==> config.mk <==
export PLATFORM = sky130hd
export DESIGN_NAME = memory_stage
export DESIGN_NICKNAME = d
export VERILOG_FILES = /design/src/rtl/memory_stage.sv
export SDC_FILE = /design/constraint.sdc
export NUM_CORES = 1
export LEC_CHECK = 0
export BUFFER_PORTS_ARGS = -buffer_cell sky130_fd_sc_hd__buf_2
export CAP_MARGIN = 20
export CORE_UTILIZATION = 40
export CTS_CLUSTER_SIZE = 40
export DETAILED_ROUTE_END_ITERATION = 7
export GPL_ROUTABILITY_DRIVEN = 0
export HOLD_SLACK_MARGIN = 0.12
export PLACE_DENSITY = 0.76
export SKIP_LAST_GASP = 1
export SLEW_MARGIN = 25
export SYNTH_ARGS = -nofsm -noshare
export SYNTH_HDL_FRONTEND = slang
export SYNTH_SLANG_ARGS = --single-unit
==> constraint.sdc <==
create_clock -name clk -period 10.05 [get_ports clk]
set_input_delay 2.01 -clock clk [delete_from_list [all_inputs] [get_ports clk]]
set_output_delay 2.01 -clock clk [all_outputs]
set_load 0.005 [all_outputs]
==> src/rtl/memory_stage.sv <==
// memory_stage: waits for data-bus responses to issued loads/stores, aligns load
// data (including LWL/LWR merge), and hands one result per instruction to writeback.
`default_nettype none

`ifndef I_MAX
`define I_MEM_R 0
`define I_MEM_W 1
`define I_LB    2
`define I_LBU   3
`define I_LH    4
`define I_LHU   5
`define I_LW    6
`define I_LWL   7
`define I_LWR   8
`define I_WEX   9
`define I_MAX   10
`endif

module memory_stage (
  input  logic              clk,
  input  logic              reset,
  input  logic              valid_i,
  input  logic [31:0]       pc_i,
  input  logic [31:0]       inst_i,
  input  logic [`I_MAX-1:0] ctrl_i,
  input  logic [31:0]       result_i,
  input  logic [31:0]       eaddr_i,
  input  logic [31:0]       rdata2_i,
  input  logic [4:0]        waddr_i,
  output logic              ready_o,
  input  logic              data_data_ok,
  input  logic [31:0]       data_rdata,
  input  logic              flush_i,
  input  logic              ready_i,
  output logic              valid_o,
  output logic [31:0]       pc_o,
  output logic [31:0]       inst_o,
  output logic [31:0]       wdata_o,
  output logic [4:0]        waddr_o,
  output logic [4:0]        fwd_addr,
  output logic [31:0]       fwd_data,
  output logic              fwd_ok
);

  localparam logic [1:0] S_IDLE = 2'd0;
  localparam logic [1:0] S_WAIT = 2'd1;
  localparam logic [1:0] S_HOLD = 2'd2;

  logic [1:0]  state, state_next;
  logic [1:0]  discard, discard_next;
  logic [31:0] hold_q;
  logic [31:0] aligned, shifted, load_data, wb_data;
  logic [4:0]  sh;
  logic        is_mem, is_load, live_resp, done, retire, capture, kill_inc, resp_dec;
  logic        unused_ok;

  assign unused_ok = ^eaddr_i[31:2];

  assign is_load   = ctrl_i[`I_MEM_R];
  assign is_mem    = ctrl_i[`I_MEM_R] | ctrl_i[`I_MEM_W];
  // Responses owed to killed instructions are swallowed until the counter drains.
  assign live_resp = data_data_ok && (discard == 2'd0);
  assign done      = !is_mem || live_resp || (state == S_HOLD);
  assign ready_o   = !valid_i || (done && ready_i);
  assign retire    = valid_i && done && ready_i && !flush_i;
  assign capture   = valid_i && is_mem && live_resp && !ready_i && !flush_i
                     && (state != S_HOLD);

  always_comb begin
    sh      = {eaddr_i[1:0], 3'b000};
    shifted = data_rdata >> sh;
    aligned = data_rdata;
    if (ctrl_i[`I_LB])
      aligned = {{24{shifted[7]}}, shifted[7:0]};
    else if (ctrl_i[`I_LBU])
      aligned = {24'h000000, shifted[7:0]};
    else if (ctrl_i[`I_LH])
      aligned = {{16{shifted[15]}}, shifted[15:0]};
    else if (ctrl_i[`I_LHU])
      aligned = {16'h0000, shifted[15:0]};
    else if (ctrl_i[`I_LWL])
      aligned = (data_rdata << (5'd24 - sh)) | (rdata2_i & (32'h00FFFFFF >> sh));
    else if (ctrl_i[`I_LWR])
      aligned = shifted | (rdata2_i & ~(32'hFFFFFFFF >> sh));
  end

  assign load_data = (state == S_HOLD) ? hold_q : aligned;
  assign wb_data   = is_load ? load_data : result_i;

  assign fwd_addr = valid_i ? waddr_i : 5'd0;
  assign fwd_data = wb_data;
  assign fwd_ok   = valid_i && done && (ctrl_i[`I_WEX] || is_load) && (waddr_i != 5'd0);

  always_comb begin
    state_next = state;
    if (flush_i) begin
      state_next = S_IDLE;
    end else begin
      case (state)
        S_IDLE: if (valid_i && is_mem)
                  state_next = live_resp ? (ready_i ? S_IDLE : S_HOLD) : S_WAIT;
        S_WAIT: if (live_resp)
                  state_next = ready_i ? S_IDLE : S_HOLD;
        S_HOLD: if (ready_i)
                  state_next = S_IDLE;
        default: state_next = S_IDLE;
      endcase
    end
  end

  // A kill only owes a discard if its response has not already been consumed.
  assign kill_inc = flush_i && valid_i && is_mem && !live_resp && (state != S_HOLD);
  assign resp_dec = data_data_ok && (discard != 2'd0);

  always_comb begin
    discard_next = discard;
    if (kill_inc && !resp_dec)
      discard_next = (discard == 2'd3) ? 2'd3 : discard + 2'd1;
    else if (resp_dec && !kill_inc)
      discard_next = discard - 2'd1;
  end

  always_ff @(posedge clk) begin
    if (reset) begin
      state   <= S_IDLE;
      discard <= 2'd0;
    end else begin
      state   <= state_next;
      discard <= discard_next;
    end
  end

  always_ff @(posedge clk) begin
    if (capture)
      hold_q <= aligned;
  end

  always_ff @(posedge clk) begin
    if (reset) begin
      valid_o <= 1'b0;
      pc_o    <= 32'd0;
      inst_o  <= 32'd0;
      wdata_o <= 32'd0;
      waddr_o <= 5'd0;
    end else if (retire) begin
      valid_o <= 1'b1;
      pc_o    <= pc_i;
      inst_o  <= inst_i;
      wdata_o <= wb_data;
      waddr_o <= waddr_i;
    end else if (ready_i) begin
      valid_o <= 1'b0;
    end
  end

endmodule

`default_nettype wire

* Word-level counts from Yosys, hierarchy flattened
Index checks and enable logic that the tools add are counted.
** Storage, ports and cells
- Register bits after elaboration :: 138
- Input bits :: 213
- Output and inout port bits :: 141
- Word-level logic and storage cells :: 86
** Operators by class
- Add/subtract/negate cells :: 3
- Equal/unequal tests :: 7
- Shift operators :: 4
- Mux-type cells :: 20
- Bitwise gates (word level) :: 6
- Reductions and logical operators :: 38
** Operators with widths (number)
- 32-bit 2-to-1 mux :: 8
- 32-bit AND :: 2
- 32-bit OR :: 2
- 32-bit NOT :: 1
- 32-bit by 5-bit << shifter with 32-bit output :: 1
- 24-bit by 5-bit >> shifter with 32-bit output, first input constant :: 1
- 32-bit by 5-bit >> shifter with 32-bit output :: 1
- 32-bit by 5-bit >> shifter with 32-bit output, first input constant :: 1
- 1-bit logical AND :: 19
- 2-bit 2-to-1 mux :: 8
- 2-bit inequality test, second input constant :: 4
- 1-bit logical NOT :: 7
- 2-bit case mux with 3 select lines :: 1
- 2-bit nonzero test :: 3
- 5-bit 2-to-1 mux :: 1
- 5-bit nonzero test :: 1
- 5-bit subtractor, first input constant :: 1
- 2-bit == test, second input constant :: 2
- 2-bit logical NOT :: 2
- 1-bit logical OR :: 4
- 3-bit AND reduction :: 1
- 2-bit by 1-bit adder with 2-bit output, second input constant :: 1
- 2-bit by 1-bit == test with 1-bit output, second input constant :: 1
- 1-bit 2-to-1 mux :: 2
- 3 further kinds :: 3

* Longest topological paths before layout
Gate-level depths: netlist of the first run.
- Depth after elaboration :: 12
- Gate-level depth with buffers :: 10
- Gate-level depth less buffers :: 10

* Worst setup path before layout of the first run
OpenSTA, ideal clock, no wires.
- Kind :: input to output
- Start point :: input eaddr_i[1]
- End point :: output fwd_data[26]
- Data arrival time :: 3.399 ns
- Required time :: 8.040 ns
- Slack :: 4.641 ns
- Stages on the path :: 8
- Buffers on the path :: 3
- Path through :: buf_6 > buf_12 > clkbuf_8 > mux4_1 > nor2_1 > or4_4 > a21oi_2 > nor2b_2
** Between the ends
- Cells in the longest elaborated chain, start to end :: 12
- Elaborated cells on any way between the ends :: 18
- Classes of those cells :: 1 x add/sub; 4 x shift; 8 x mux; 5 x bitwise
** RTL lines
- start: declaration :: line 27 : input logic [31:0] eaddr_i,
- parallel branches: the longest is 9 deep, another holds 5-bit subtractor
- 32-bit 2-to-1 mux (*) :: line 73 : if (ctrl_i[`I_LB])
- 32-bit 2-to-1 mux (*) :: line 87 : assign load_data = (state == S_HOLD) ? hold_q : aligned;
- 32-bit 2-to-1 mux (*) :: line 88 : assign wb_data = is_load ? load_data : result_i;
- end: declaration :: line 41 : output logic [31:0] fwd_data,
Every way passes the cells marked *.

* Worst setup path in the final report of the first run
- Start point :: input eaddr_i[1]
- End point :: output fwd_data[18]
The elaborated chain is that of the path after synthesis.

==> results of run 1 <==
## worst max-delay path, delay by kind of cell
family / cells / cell delay, ps
buffers and inverters: 4 / 1180
AOI/OAI and AO/OA: 2 / 380
and+or+nand+nor: 2 / 710
muxes: 1 / 290
## through the flow
| stage | util (%) | instance area [um^2] |
|---|---|---|
| 3_5_place_dp | 49.22 | 9736 |
| 2_1_floorplan | - | 8183 |
| 6_report | 52.40 | 10360 |
| 3_3_place_gp | 49.22 | 9736 |
| 5_1_grt | 52.40 | 10360 |
| 4_1_cts | 52.37 | 10360 |
## worst min path at each step
stage	depth (start not counted)	slack [ps]	endpoint
floorplan	2	450	inst_o[0]
global placement	2	440	pc_o[17]
detailed placement	2	440	inst_o[6]
CTS	2	450	inst_o[8]
global route	2	460	inst_o[15]
finish	2	450	inst_o[24]
## cell families (layout without fill, tap and decap cells)
logic type               count (synthesis)  count (layout)  synth area share (%)
buffers and inverters                  108             385                 7.064
multiplexers                            52              52                 7.997
other                                    0               1                     0
AO/OA/AOI/OAI                          290             290                 24.22
flip-flops                             138             138                 37.68
adder cells (fa/ha/maj)                  3               3                0.4588
AND/OR/NAND/NOR                        386             386                 22.58
## power breakdown
part | total [W] | switching (W) | leakage (nW) | internal, W
Combinational | 0.000318 | 0.000189 | 3.02 | 0.000129
Clock | 0.000667 | 0.000249 | 0.302 | 0.000418
Sequential | 0.000604 | 0.0000104 | 1.15 | 0.000594
Total | 0.00159 | 0.000448 | 4.47 | 0.00114
## sequential cells by signal, indices dropped and copies added, names as in the netlist
signal,cells
valid_o,1
pc_o,32
waddr_o,5
wdata_o,32
inst_o,32
hold_q,32
discard,2
state,2
## area by class of cell
type                    instances  area, um^2  share of cell area [%]
clock buffers                  19       432.9                   4.177
clock inverters                13       191.4                   1.847
flip-flops and latches        138        3083                   29.74
well taps                     265       331.6                   3.199
repair buffers                334        1704                   16.44
diodes                          1       2.502                 0.02414
multi-input cells             731        4548                   43.88
inverters                      19       71.32                  0.6881
## layout by cell type (no fill, tap or decap), drive strengths merged, types with 9 or more instances in the layout
master	Yosys	final
nor3	30	30
nor2	45	45
buf	45	334
dfxtp	106	106
inv	19	22
clkbuf	44	19
a2111oi	9	9
mux2	12	12
o221ai	13	13
nand3b	22	22
a221oi	17	17
or4	9	9
o22ai	11	11
nand2b	13	13
nand2	192	192
o21ai	48	48
a22o	13	13
edfxtp	32	32
nand3	19	19
and2	13	13
a21oi	117	117
mux2i	32	32
nor2b	22	22
## per-layer routing
metal | share of wire, % | up-vias | GRT usage (%)
met5 | 0 | - | 0
met3 | 8.9 | 72 | 4.969
met4 | 4.3 | 0 | 12.66
met2 | 45 | 514 | 40.96
met1 | 42 | 3990 | 34.91
li1 | - | 4084 | -
==> flow_metrics.py, run 1 <==
metrics = {
    "placed_design": {
        "port_buffers": 322,
        "dp_slack_ps": 3463,
        "dpl.cell_count": 1487,
        "place_hpwl_um": 20500,
    },
    "sta": {
        "hold_slack_ps": 449.3,
        "slew_headroom_pct": 36.35,
        "report.final.hold_viol_count": 0,
        "achievable-frequency_mhz": 151.5,
        "timing.final.max_slew_violations": 0,
        "worst_clock_skew_ps": 6.778,
        "finalSetupViolCount": 0,
        "max_slew.worst_pin.slew_ps": 954.7,
        "final.setup.worst_slack_ps": 3447,
        "final_min_period_over_clock_period_pct": 65.70,
        "finalWorstPathRequiredPeriod_ps": 6603,
        "unrepaired_setup_endpoints_after_global_routing": "no",
        "total_negative_setup_slack_ps": 0,
    },
    "clock_tree": {
        "clock_sink_count": 138,
        "h-tree-depth": 4,
        "clock_tree_from_tritoncts": "done",
        "cts.root.buffer_cell": "clkbuf_16",
        "cts.clk_slew.worst_paths_ps": 60,
        "cts_post_setup_buffers_inserted": 0,
        "tritoncts_buffer_count": 17,
        "clockBufferDepth": 2,
        "clock_latency_ps": 420,
        "cts-resized-gates": 0,
        "postCtsHoldBufs": 0,
    },
    "critical_path": {
        "r2r-start": "discard[0]",
        "startpoint": "eaddr_i[1]",
        "cp_max_fo": 55,
        "setup.worst_path.end_class": "primary output",
        "endpoint_of_the_most_critical_register_to_register_path": "wdata_o[2]",
        "worst-r2r-setup-slack_ps": 7170,
        "cp_slowest_stage_delay_ps": 600,
        "critical_path.endpoint": "fwd_data[18]",
        "critical_path_arrival_ps": 4590,
        "cell_count_of_the_worst_reg_to_reg_path": 8,
        "timing.critical_path.cells": "buf_2, buf_4, mux2i_1, o22a_1, buf_4, and3_1, a21oi_1, nor2b_1, buf_2",
        "worstSetupStartpointType": "primary input",
        "slowest_stage": "buf_4",
        "cp_data_required_time_ps": 8040,
        "criticalPathCategory": "in -> out",
    },
    "power_and_ir_drop": {
        "ir_worst_vdd_mv": 0.1097,
        "pwr_density_cell_mw_per_mm2": 153.3,
        "leakage_nw": 4.473,
        "p_total_w": 0.001589,
    },
    "drt": {
        "drt_pass1_iterations": 6,
        "drt_wl_total_um": 28030,
        "total_via_count_in_the_routed_design": 8660,
        "avgRoutedWirePerCell_um": 18.44,
        "viasPerCell": 5.697,
        "antenna_violating_nets_post_route": 0,
        "dr.first_iter.drc_count": 803,
        "detail_route.drc_violations": 0,
    },
    "final_layout": {
        "syn2layout_area_growth_pct": 26.67,
        "layout.filler_cells": 1882,
        "final_nets": 1457,
        "drive_above_1_share_pct": 33.33,
        "final_cell_count_no_fill": 1520,
    },
    "logic_synthesis": {
        "synth-async-reset-ratio_pct": 0,
        "cell_types_with_the_highest_counts_after_synthesis": "191 x nand2_1, 114 x a21oi_1, 106 x dfxtp_1, 47 x o21ai_0, 44 x nor2_1",
        "postSynth.topFlopCell": "dfxtp_1",
        "synth_seq_cells": 138,
        "ys_seq_area_share_pct": 37.68,
        "postSynthCellCount": 977,
        "synth_top_cell_by_area": "dfxtp_1",
        "synthMostInstantiatedCell": "nand2_1",
        "synthDominantCellAreaShare_pct": 25.93,
        "postSynthAreaPerCell_um2": 8.375,
        "synth_edf_count": 32,
        "syn-cell-area_mm2": 0.008183,
        "number_of_distinct_library_cells_after_synthesis": 79,
        "postSynthNetCount": 1193,
        "synth_top_cells_by_area": "dfxtp_1 26%, edfxtp_1 12%, nand2_1 8.8%",
        "ys_warn_count": 0,
    },
    "global_routing": {
        "grt_antenna_before_repair": 1,
        "pin_count_of_the_biggest_net_entering_global_routing": 90,
        "grt.total_usage_pct": 26.30,
        "vias_in_the_first_global_route": 8055,
        "global_route_wire_length_before_repair_um": 43880,
        "gr-total-overflow": 0,
    },
    "outcome": {
        "result_of_the_run": "complete, no violations",
    },
    "floorplanning": {
        "floorplan.initialDensity_pct": 41.37,
        "design.core.area_mm2": 0.01978,
        "die_area_mm2": 0.02103,
        "pin_count": 354,
        "dieHeight_um": 145.0,
        "core_rows": 51,
        "die_x_um": 145.0,
    },
    "hold_path": {
        "min-delay-path-class": "reg -> reg",
        "hp-start": "inst_o[24]",
    },
    "flow_run": {
        "maxCapViolCount": 0,
    },
}
Note: power is estimated with default switching activity, not from simulation.
==> run 2: changes to the inputs <==
Settings changed: ABC_AREA from default to 1, PLACE_DENSITY 0.76 to 0.77.
Clock period 10.05 ns to 6.9 ns, I/O delays scaled along.
==> flow_metrics.py, run 2 <==
metrics = {
    "outcome": {
        "result_of_the_run": "complete, no violations",
    },
    "global_routing": {
        "global_route_wire_length_before_repair_um": 39270,
        "grt_antenna_before_repair": 0,
        "vias_in_the_first_global_route": 7765,
        "grt.total_usage_pct": 24.68,
        "pin_count_of_the_biggest_net_entering_global_routing": 79,
        "gr-total-overflow": 0,
    },
    "floorplanning": {
        "dieHeight_um": 142.6,
        "core_rows": 51,
        "die_x_um": 142.6,
        "floorplan.initialDensity_pct": 40.77,
        "die_area_mm2": 0.02034,
        "design.core.area_mm2": 0.01940,
        "pin_count": 354,
    },
    "power_and_ir_drop": {
        "netSwitchingPower_w": 0.0006580,
        "leakage_nw": 5.550,
        "intPower_w": 0.001589,
        "part_of_the_total_power_dissipated_in_the_clock_network_pct": 40.9,
        "share_seq_of_total_power_pct": 39.6,
        "power.share.combinational_pct": 19.5,
        "power.switching_fraction_pct": 29.28,
        "pwr_density_cell_mw_per_mm2": 221.2,
        "ir_worst_vdd_mv": 0.1532,
    },
    "final_layout": {
        "antenna_cells_inserted": 0,
        "utilization_pct": 52.38,
        "most_common_library_cell_in_the_layout_ignoring_fill_and_taps": "nand2_1",
        "ff_latch_area_mm2": 0.003083,
        "syn2layout_area_growth_pct": 28.48,
        "layout.filler_cells": 1954,
        "drive_above_1_share_pct": 25.84,
        "final_nets": 1712,
        "multi_input_comb_area_mm2": 0.004103,
        "commonest_cells_after_routing_fill_and_taps_aside": "355 x nand2_1, 322 x buf_2, 181 x nor2_1, 113 x nand3_1, 110 x o21ai_0",
    },
    "sta": {
        "finalSetupViolCount": 0,
        "achievable-frequency_mhz": 195.4,
        "total_negative_setup_slack_ps": 0,
        "worst_clock_skew_ps": 11.52,
        "finalWorstPathRequiredPeriod_ps": 5117,
        "unrepaired_setup_endpoints_after_global_routing": "no",
        "final_min_period_over_clock_period_pct": 74.16,
        "slew_headroom_pct": 37.62,
        "final.setup.worst_slack_ps": 1783,
        "report.final.hold_viol_count": 0,
        "max_slew.worst_pin.slew_ps": 930.0,
        "timing.final.max_slew_violations": 0,
    },
    "placed_design": {
        "place_hpwl_um": 18850,
        "dp_slack_ps": 1799,
        "port_buffers": 322,
    },
    "critical_path": {
        "criticalPathCategory": "in -> out",
        "setup.worst_path.end_class": "primary output",
        "cell_count_of_the_worst_reg_to_reg_path": 11,
        "cp_data_required_time_ps": 5520,
        "worst-r2r-setup-slack_ps": 3680,
        "critical_path_arrival_ps": 3740,
        "r2r-start": "state[1]",
        "cp_max_fo": 37,
        "worstSetupStartpointType": "primary input",
        "endpoint_of_the_most_critical_register_to_register_path": "wdata_o[6]",
    },
    "logic_synthesis": {
        "synth_seq_cells": 138,
        "ys_seq_area_share_pct": 38.98,
        "postSynth.topFlopCell": "dfxtp_1",
        "syn-cell-area_mm2": 0.007909,
        "synthDominantCellAreaShare_pct": 26.83,
        "cell_types_with_the_highest_counts_after_synthesis": "355 x nand2_1, 181 x nor2_1, 113 x nand3_1, 110 x o21ai_0, 106 x dfxtp_1",
        "postSynthAreaPerCell_um2": 6.451,
        "synthMostInstantiatedCell": "nand2_1",
        "number_of_distinct_library_cells_after_synthesis": 28,
        "synth_top_cells_by_area": "dfxtp_1 27%, nand2_1 17%, edfxtp_1 12%",
        "synth_top_cell_by_area": "dfxtp_1",
        "synth_edf_count": 32,
        "postSynthNetCount": 1442,
        "synth-async-reset-ratio_pct": 0,
        "postSynthCellCount": 1226,
        "ys_warn_count": 0,
    },
    "drt": {
        "drt_wl_total_um": 25660,
        "viasPerCell": 5.037,
        "dr.first_iter.drc_count": 674,
        "antenna_violating_nets_post_route": 0,
        "avgRoutedWirePerCell_um": 14.46,
        "total_via_count_in_the_routed_design": 8936,
        "drt_pass1_iterations": 5,
        "detail_route.drc_violations": 0,
    },
    "hold_path": {
        "holdPathEnd": "valid_o",
        "hp-start": "valid_o",
        "min_delay_path_depth": 2,
        "min-delay-path-class": "reg -> reg",
    },
    "clock_tree": {
        "postCtsHoldBufs": 0,
        "h-tree-depth": 4,
        "clock_sink_count": 138,
        "tritoncts_buffer_count": 17,
        "clockBufferDepth": 2,
        "clock_latency_ps": 420,
        "cts.clk_slew.worst_paths_ps": 60,
        "cts-resized-gates": 0,
        "clock_tree_from_tritoncts": "done",
        "cts.root.buffer_cell": "clkbuf_16",
        "cts_post_setup_buffers_inserted": 0,
    },
    "flow_run": {
        "maxCapViolCount": 0,
    },
}
## run 2: cell count changes after synthesis, sizes merged, moves of 26 or more
cell and change:
nor2 +140, o21ai +118, mux2i -31, a21oi -86
nand3 +94, nor3 -26, nand2 +163, inv +83
## run 2: logic make-up after synthesis
family | after synthesis | synth area share [%]
AO/OA/AOI/OAI | 246 | 17.70
adder cells (fa/ha/maj) | 3 | 0.4747
buffers and inverters | 180 | 9.207
flip-flops | 138 | 38.98
multiplexers | 1 | 0.1266
AND/OR/NAND/NOR | 658 | 33.51
## run 2: power by group through the flow
| stage | clock network [W] | registers (W) | logic [W] |
|---|---|---|---|
| 2_1_floorplan | 0 | 0.000910 | 0.000252 |
| 3_3_place_gp | 0 | 0.000905 | 0.000427 |
| 3_5_place_dp | 0 | 0.000906 | 0.000434 |
| 4_1_cts | 0.000940 | 0.000889 | 0.000437 |
| 5_1_grt | 0.000973 | 0.000894 | 0.000492 |
| 6_report | 0.000920 | 0.000889 | 0.000438 |
## run 2: per-stage QoR
step / area [um^2] / total power (W) / hold slack [ps] / instances
after CTS: 10160 / 0.002265 / 477.0 / 1774
after global placement: 9564 / 0.001331 / 452.1 / 1742
final: 10160 / 0.002247 / 477.2 / 1774
after global routing: 10160 / 0.002359 / 496.9 / 1774
after floorplan: 7909 / 0.001163 / 455.7 / 1226
after detailed placement: 9564 / 0.001340 / 467.0 / 1742
## run 2: worst max-delay path, cell delays in order
cell and delay, ps:
buf_2 330, buf_4 420, nand2_1 460, nor2_1 210
nor2_1 50, o21ai_0 90, nand2_1 80, nand2_1 80
nand2_1 90, nand3_1 90, nand2_1 80, nand2_1 170
buf_2 150
## run 2: final cells by class
| class | instances | area share [%] |
|---|---|---|
| Sequential cell | 138 | 30.34 |
| Inverter | 102 | 3.768 |
| Clock inverter | 14 | 1.552 |
| Multi-Input combinational cell | 908 | 40.38 |
| Clock buffer | 18 | 4.322 |
| Tap cell | 265 | 3.263 |
| Timing Repair Buffer | 329 | 16.38 |
## run 2: worst max-delay path by stage
stage / startpoint / end
after floorplan: valid_i / hold_q[0]
after global placement: eaddr_i[1] / fwd_data[9]
after detailed placement: eaddr_i[1] / fwd_data[9]
after CTS: eaddr_i[1] / fwd_data[9]
after global routing: eaddr_i[1] / fwd_data[9]
final: eaddr_i[1] / fwd_data[14]
## run 2: routing by layer
| metal | global-route usage (%) | share of wire, % |
|---|---|---|
| met5 | 0 | 0 |
| met2 | 41.67 | 48 |
| met1 | 29.92 | 40 |
| met4 | 11.49 | 3.2 |
| met3 | 5.298 | 8.6 |
==> run 3: changes to the inputs <==
Clock period 6.9 ns to 5.35 ns, I/O delays scaled along.
==> flow_metrics.py, run 3 (synthesis results as in run 2) <==
metrics = {
    "outcome": {
        "result_of_the_run": "complete, no violations",
    },
    "sta": {
        "final_min_period_over_clock_period_pct": 82.42,
        "total_negative_setup_slack_ps": 0,
        "slew_headroom_pct": 35.45,
        "finalSetupViolCount": 0,
        "timing.final.max_slew_violations": 0,
        "worst_clock_skew_ps": 9.965,
        "max_slew.worst_pin.slew_ps": 962.4,
        "report.final.hold_viol_count": 0,
        "unrepaired_setup_endpoints_after_global_routing": "no",
        "achievable-frequency_mhz": 226.8,
        "finalWorstPathRequiredPeriod_ps": 4409,
        "hold_slack_ps": 466.0,
    },
    "floorplanning": {
        "pin_count": 354,
        "dieHeight_um": 142.6,
        "design.core.area_mm2": 0.01940,
        "core_rows": 51,
        "die_area_mm2": 0.02034,
        "die_x_um": 142.6,
        "floorplan.initialDensity_pct": 40.77,
    },
    "power_and_ir_drop": {
        "ir_worst_vdd_mv": 0.1941,
        "p_total_w": 0.002925,
        "pwr_density_cell_mw_per_mm2": 287.1,
        "leakage_nw": 5.571,
    },
    "placed_design": {
        "place_hpwl_um": 18880,
        "port_buffers": 322,
    },
    "hold_path": {
        "min-delay-path-class": "reg -> reg",
        "min_delay_path_depth": 2,
        "hp-start": "valid_o",
        "holdPathEnd": "valid_o",
    },
    "flow_run": {
        "maxCapViolCount": 0,
    },
    "clock_tree": {
        "h-tree-depth": 4,
        "clock_sink_count": 138,
        "clock_tree_from_tritoncts": "done",
        "cts_post_setup_buffers_inserted": 0,
        "cts.clk_slew.worst_paths_ps": 60,
        "clockBufferDepth": 2,
        "tritoncts_buffer_count": 17,
        "cts-resized-gates": 0,
        "clock_latency_ps": 420,
        "cts.root.buffer_cell": "clkbuf_16",
        "postCtsHoldBufs": 0,
    },
    "critical_path": {
        "cp_data_required_time_ps": 4280,
        "slowest_stage": "inv_2",
        "cell_count_of_the_worst_reg_to_reg_path": 11,
        "setup.worst_path.end_class": "primary output",
        "criticalPathCategory": "in -> out",
        "cp_slowest_stage_delay_ps": 520,
        "crit_path_frequent_cell": "nand2_1",
        "timing.critical_path.cells": "buf_2, inv_2, nand2_1, nand2_1, nand2_1, nand2_1, nor2_1, inv_2, nand3_1, o21bai_1, nand2_1, buf_2",
        "endpoint_of_the_most_critical_register_to_register_path": "wdata_o[0]",
        "critical_path_arrival_ps": 3340,
        "worstSetupStartpointType": "primary input",
        "worst-r2r-setup-slack_ps": 2070,
        "cp_max_fo": 45,
        "r2r-start": "state[1]",
    },
    "drt": {
        "drt_wl_total_um": 25690,
        "drt_pass1_iterations": 7,
        "detail_route.drc_violations": 0,
        "avgRoutedWirePerCell_um": 14.45,
        "antenna_violating_nets_post_route": 0,
        "total_via_count_in_the_routed_design": 8973,
        "dr.first_iter.drc_count": 625,
        "viasPerCell": 5.050,
    },
    "final_layout": {
        "commonest_cells_after_routing_fill_and_taps_aside": "355 x nand2_1, 322 x buf_2, 181 x nor2_1, 113 x nand3_1, 110 x o21ai_0",
        "drive_above_1_share_pct": 25.94,
        "syn2layout_area_growth_pct": 28.81,
        "most_common_library_cell_in_the_layout_ignoring_fill_and_taps": "nand2_1",
        "final_nets": 1714,
        "layout.filler_cells": 1974,
        "ff_latch_area_mm2": 0.003083,
        "multi_input_comb_area_mm2": 0.004103,
    },
    "global_routing": {
        "grt.total_usage_pct": 24.45,
        "grt_antenna_before_repair": 1,
        "pin_count_of_the_biggest_net_entering_global_routing": 65,
        "vias_in_the_first_global_route": 7732,
        "gr-total-overflow": 0,
        "global_route_wire_length_before_repair_um": 39190,
    },
}
==> run 3: changes by cell type in the layout (fill, tap and decap cells not counted) <==
| cell | before | now |
|---|---|---|
| diode_2 | 0 | 1 |
| buf_4 | 7 | 9 |
| clkinv_4 | 0 | 2 |
| inv_6 | 5 | 7 |
| clkinvlp_4 | 4 | 1 |
| clkbuf_8 | 1 | 0 |
| inv_4 | 2 | 1 |
| clkinv_8 | 0 | 1 |
==> run 3: worst max-delay path by stage <==
| stage | start | to | slack, ps | depth (start not counted) |
|---|---|---|---|---|
| 2_1_floorplan | valid_i | hold_q[0] | 1120 | 5 |
| 6_report | eaddr_i[0] | fwd_data[9] | 940 | 12 |
| 4_1_cts | eaddr_i[0] | fwd_data[9] | 960 | 12 |
| 3_5_place_dp | eaddr_i[0] | fwd_data[9] | 950 | 12 |
| 5_1_grt | eaddr_i[0] | fwd_data[9] | 640 | 12 |
| 3_3_place_gp | eaddr_i[0] | fwd_data[9] | 960 | 12 |
==> run 3: worst max-delay path: cells and delay by family <==
kind | cells | cell delay (ps)
buffers and inverters | 4 | 1210
and+or+nand+nor | 7 | 790
AOI/OAI and AO/OA | 1 | 250
==> run 3: layout make-up <==
cell class / count / share of cell area (%)
repair buffers: 331 / 16.48
flip-flops and latches: 138 / 30.26
diodes: 1 / 0.02456
inverters: 102 / 3.758
clock inverters: 15 / 1.769
clock buffers: 17 / 4.176
multi-input cells: 908 / 40.27
well taps: 265 / 3.255
==> run 3: report_power, final <==
part	internal [W]	leakage, nW	switching [W]	total [W]
Combinational	0.000217	4.12	0.000349	0.000566
Clock	0.000705	0.295	0.000507	0.00121
Sequential	0.00112	1.15	0.0000221	0.00115
==> run 3: metrics by stage <==
stage	worst slack, ps	cell area, um^2	cells	util, %
2_1_floorplan	1118	7909	1226	-
3_3_place_gp	964.6	9579	1744	49.38
3_5_place_dp	954.8	9579	1744	49.38
4_1_cts	959.5	10180	1776	52.50
5_1_grt	640.0	10190	1777	52.52
6_report	940.7	10190	1777	52.52
==> run 3: per-layer routing <==
layer	global-route usage [%]	routed length (um)	vias up
li1	-	-	4509
met1	30.08	10570	4022
met2	41.43	12390	394
met3	4.125	1967	48
met4	11.77	759	0
met5	0	0	-
